$ cat src/rtl/test_result_monitor_sat_counter.sv
// Saturating up-counter with synchronous clear; holds at MAX.
// Count visible the cycle after inc; no backpressure.
module sat_counter #(
  parameter int               WIDTH = 32,
  parameter logic [WIDTH-1:0] MAX   = '1
) (
  input  logic             clk,
  input  logic             rst,
  input  logic             inc,
  input  logic             clr,
  output logic [WIDTH-1:0] count
);

  always_ff @(posedge clk or negedge rst) begin
    if (!rst) begin
      count <= '0;
    end else if (clr) begin
      count <= '0;
    end else if (inc && (count != MAX)) begin
      count <= count + WIDTH'(1);
    end
  end

endmodule

$ cat config.mk
export PLATFORM = sky130hd
export DESIGN_NAME = sat_counter
export DESIGN_NICKNAME = d
export VERILOG_FILES = /design/src/rtl/test_result_monitor_sat_counter.sv
export SDC_FILE = /design/constraint.sdc
export NUM_CORES = 1
export LEC_CHECK = 0
export ABC_AREA = 1
export BUFFER_PORTS_ARGS = -buffer_cell sky130_fd_sc_hd__buf_2
export CAP_MARGIN = 20
export CORE_MARGIN = 3
export CORE_UTILIZATION = 39
export CTS_CLUSTER_SIZE = 8
export DETAILED_ROUTE_END_ITERATION = 16
export PLACE_DENSITY = 0.64
export REMOVE_ABC_BUFFERS = 1
export SETUP_SLACK_MARGIN = 0.05
export SYNTH_ARGS = -nofsm -noshare
export SYNTH_HDL_FRONTEND = slang
export SYNTH_SLANG_ARGS = --single-unit
$ cat constraint.sdc
create_clock -name clk -period 2.1 [get_ports clk]
set_input_delay 0.63 -clock clk [delete_from_list [all_inputs] [get_ports clk]]
set_output_delay 0.63 -clock clk [all_outputs]
set_load 0.05 [all_outputs]
# After elaboration in Yosys (flattened, before gate mapping)

Index checks and enable logic that the tools add are counted.

Equal/unequal tests: 1
Reductions and logical operators: 2
Muxes and demuxes: 2
Add/sub/neg operators: 1

Operators with widths:

| cell                                                            | number |
|---|---|
| 32-bit 2-to-1 mux                                               | 2 |
| 32-bit by 1-bit adder with 32-bit output, second input constant | 1 |
| 32-bit inequality test, second input constant                   | 1 |
| 2-bit nonzero test                                              | 1 |
| 1-bit logical AND                                               | 1 |

Output and inout port bits: 32
Word-level logic and storage cells: 7
Bits in registers: 32
Bits of input ports: 4

# Logic depth before layout (Yosys ltp)

Depth after elaboration: 4
Depth in mapped cells: 12
Mapped depth without buffers: 11

# Least setup slack after synthesis

Ideal clock, no wire load.

Path type: register to register
Start point: reg count[1]
End point: reg count[13]
Data required time: 2034 ps
Stages on the path, launching flop included: 13
Path slack: 70 ps
Path buffers: 1
Arrival: 1964 ps
Clock period less this slack: 2030 ps
Cells stage by stage: dfrtp_1 -> ha_1 -> nand2_2 -> nor2_4 -> nand2_4 -> nor2_8 -> nand2_4 -> nand2_8 -> nand2_4 -> inv_2 -> buf_6 -> nand2_1 -> nand2_1

Word-level cells in the longest chain between the ends: 3
Elaborated cells between the ends (all ways): 6
Those cells by class: 1 x add/sub; 1 x eq/ne; 2 x mux; 2 x reduce/logical

RTL lines:

| item                                                                               | RTL line | source |
|---|---|---|
| start, declared                                                                    | 11       | `output logic [WIDTH-1:0] count` |
| start signal, assigned                                                             | 20       | `count <= count + WIDTH'(1);` |
| 32-bit by 1-bit adder with 32-bit output or 32-bit inequality test (tied branches) | 20, 19   |  |
| 32-bit 2-to-1 mux or 1-bit logical AND (tied branches)                             | 19       | `end else if (inc && (count != MAX)) begin` |
| 32-bit 2-to-1 mux or 2-bit nonzero test (tied branches)                            | n/a      |  |

Parallel ways exist; a longest one is shown, timed or not. The select of a mux whose other input is x is not followed.
A chain may end at the register's enable or synchronous reset.

# Worst setup path after layout

Start point: reg count[0]
End point: reg count[25]

The elaborated chain is that of the path after synthesis.

==> results.py <==
metrics = {
    "finish": {
        "ff_latch_area_um2": 801,
        "nets": 421,
        "fill_cells": 554,
        "multiInputGateArea_um2": 1270,
        "reg.largest.list": "count (32)",
        "final_area_um2": 2840,
        "largest_register_ffs": 32,
        "antenna_cells": 0,
        "finalNonFillerCells": 487,
        "post_route_cells_drive_above_1_share_pct": 23.5,
        "largest_register": "count",
        "syn_to_final_growth_pct": 26.5,
    },
    "synthesis": {
        "netlist_top_cells_area": "dfrtp_1 (36%), nand2_1 (23%), nor2_1 (8.7%)",
        "synth_ff_type": "dfrtp_1",
        "ys_warn_count": 0,
        "synth_common_cells": "nand2_1 (135), nor2_1 (52), nand3_1 (34)",
        "synth_seq_cells": 32,
        "syn_inst": 345,
        "seq_area_frac_synth_pct": 35.7,
        "synth_area_um2": 2240,
        "yosys.area.top_type": "dfrtp_1",
        "post-synth-top-count-cell": "nand2_1",
        "synth-edff-count": 0,
        "ys_types": 26,
        "async_flop_share_pct": 100,
        "yosysTopAreaCellShare_pct": 35.7,
        "postSynthAreaPerCell_um2": 6.50,
    },
    "drt": {
        "wl_um": 6320,
        "detail-route-antenna-nets": 0,
        "vias_per_cell": 4.80,
        "vias": 2336,
        "drtIter0Drc": 155,
        "route.detailed.drc": 0,
        "dr.pass1.iters": 4,
        "wl_per_cell_um": 13.0,
    },
    "cts": {
        "clkSinkCount": 32,
        "cts_buffer_depth": 2,
        "clkLatencyLatePin_ns": 0.30,
        "clkSlewWorstSetupHoldPaths_ns": 0.08,
        "cts_buffers": 5,
        "cts_root_buf": "clkbuf_8",
        "ctsHoldBuffers": 0,
        "cts_tree": "yes",
        "h-tree-depth": 2,
    },
    "sta": {
        "post-route-period-util_pct": 90.7,
        "finalClockSkew_ns": 0.00965,
        "rsz0062_at_grt": "false",
        "fmax_mhz": 525,
        "setup_tns_ns": 0,
        "slew_headroom_pct": 49.7,
        "setup_violations": 0,
        "tightest_slew_ns": 0.755,
        "period_needed_ns": 1.90,
        "drv_slew": 0,
        "hold_violations": 0,
        "timing.hold.ws_ns": 0.395,
    },
    "power_and_ir_drop": {
        "p_seq_share_pct": 46.9,
        "power_frac_comb_pct": 7.0,
        "power.share.clock_pct": 46.1,
        "p_per_area_nw_per_um2": 466,
        "ir_drop_mv": 0.237,
        "p_sw_share_pct": 25.0,
        "p_leak_uw": 0.00147,
        "p_int_uw": 992,
        "switchingPower_uw": 331,
    },
    "critical_path": {
        "end_kind": "register",
        "r2r_start": "count[0]$_DFFE_PN0P_",
        "crit_path_start_kind": "register",
        "regToRegSetupSlack_ns": 0.20,
        "crit_required_ns": 2.28,
        "r2r-end": "count[25]$_DFFE_PN0P_",
        "worstSetupPathType": "reg2reg",
        "worstPathArrival_ns": 2.09,
        "r2r_cells": 12,
        "critPathMaxFanout": 21,
    },
    "floorplan": {
        "start_util_pct": 42.0,
        "design.core.area_um2": 5340,
        "die_x_um": 81.8,
        "die_area_um2": 6700,
        "ios": 36,
        "rows": 26,
        "die_y_um": 81.8,
    },
    "global_route": {
        "grt_pass1_wl_um": 10600,
        "antenna_found_initial": 0,
        "track_usage_pct": 20.9,
        "grt_pass1_vias": 2143,
        "grt.overflow.total": 0,
        "grt_max_degree": 33,
    },
    "status": {
        "status": "completed",
    },
    "placement": {
        "dp.final_hpwl_um": 4800,
        "gp_congestion": 0.925,
        "io_buffer_count": 35,
        "place_area_um2": 2720,
        "post-place-cells": 479,
    },
    "worst_hold_path": {
        "hold_path_class": "in2async",
    },
    "job": {
        "maxCapViolCount": 0,
    },
}
## power groups by stage
stage               Sequential [uW]  Clock [uW]  Combinational (uW)
finish                          621         609                92.7
detailed placement              633           0                93.2
floorplan                       647           0                30.9
CTS                             621         616                93.6
global route                    621         650                 101
global placement                633           0                93.1
## metrics by stage
| stage | util, % | setup slack (ns) | power (uW) |
|---|---|---|---|
| 2_1_floorplan | - | -0.0693 | 677 |
| 3_3_place_gp | 51.0 | -0.0196 | 726 |
| 3_5_place_dp | 51.0 | -0.0880 | 726 |
| 4_1_cts | 53.2 | 0.119 | 1330 |
| 5_1_grt | 53.2 | 0.0785 | 1370 |
| 6_report | 53.2 | 0.196 | 1320 |
## cell families after synthesis
family	share of synthesized area (%)
xor+xnor	3.51
buf+inv	7.92
flops	35.7
simple gates	48.0
fa+ha+maj	0.558
compound gates	4.35
## worst max-delay path: stages, from the launching register on
cell      delay (ns)
dfrtp_1         0.39
ha_1            0.23
nand2_2         0.09
nor2_4          0.06
nand2_4         0.09
nor2_8          0.05
buf_4           0.15
nand2_4         0.09
nand2_8         0.08
nand2_4         0.07
clkinv_2        0.27
nand2_1         0.14
nand2_1         0.07
## worst max-delay path by stage
stage | startpoint | to | slack (ns) | cells after the start
3_5_place_dp | count[0]$_DFFE_PN0P_ | count[25]$_DFFE_PN0P_ | -0.09 | 8
6_report | count[0]$_DFFE_PN0P_ | count[25]$_DFFE_PN0P_ | 0.20 | 12
2_1_floorplan | count[1]$_DFFE_PN0P_ | count[25]$_DFFE_PN0P_ | -0.07 | 11
4_1_cts | count[0]$_DFFE_PN0P_ | count[27]$_DFFE_PN0P_ | 0.12 | 12
5_1_grt | count[1]$_DFFE_PN0P_ | count[25]$_DFFE_PN0P_ | 0.08 | 12
3_3_place_gp | count[0]$_DFFE_PN0P_ | count[26]$_DFFE_PN0P_ | -0.02 | 8
## placed cells by master (no fill, tap or decap), drive strengths merged
| cell type | count |
|---|---|
| dfrtp | 32 |
| nand3 | 34 |
| ha | 1 |
| xor2 | 5 |
| clkinv | 2 |
| a22oi | 1 |
| nand4 | 8 |
| nand3b | 1 |
| a21oi | 4 |
| clkinvlp | 1 |
| o21ai | 14 |
| or2 | 1 |
| bufinv | 1 |
| xnor2 | 4 |
| buf | 72 |
| inv | 30 |
| nand2 | 142 |
| clkbuf | 5 |
| nor2 | 59 |
## per-layer routing
metal  vias to the layer above  part of all wire (%)  track usage (%)
met1                      1048                    48             28.5
li1                       1220                     -                -
met5                         -                     0                0
met3                         7                   5.4             3.84
met4                         0                   1.0             5.65
met2                        61                    46             33.7
## layout make-up
| type | count | share of cell area [%] |
|---|---|---|
| clock buffers | 5 | 2.42 |
| clock inverters | 3 | 1.50 |
| inverters | 31 | 4.14 |
| multi-input cells | 274 | 44.7 |
| flip-flops and latches | 32 | 28.2 |
| well taps | 70 | 3.09 |
| repair buffers | 72 | 16.0 |
## timing repair
item                                    4_1_cts  5_1_grt
setup buffers                                 0        0
endpoints found under the setup margin       14       20
resized for setup                             1        1
endpoints found under the hold margin         0        0
(Power assumes the default switching activity.)
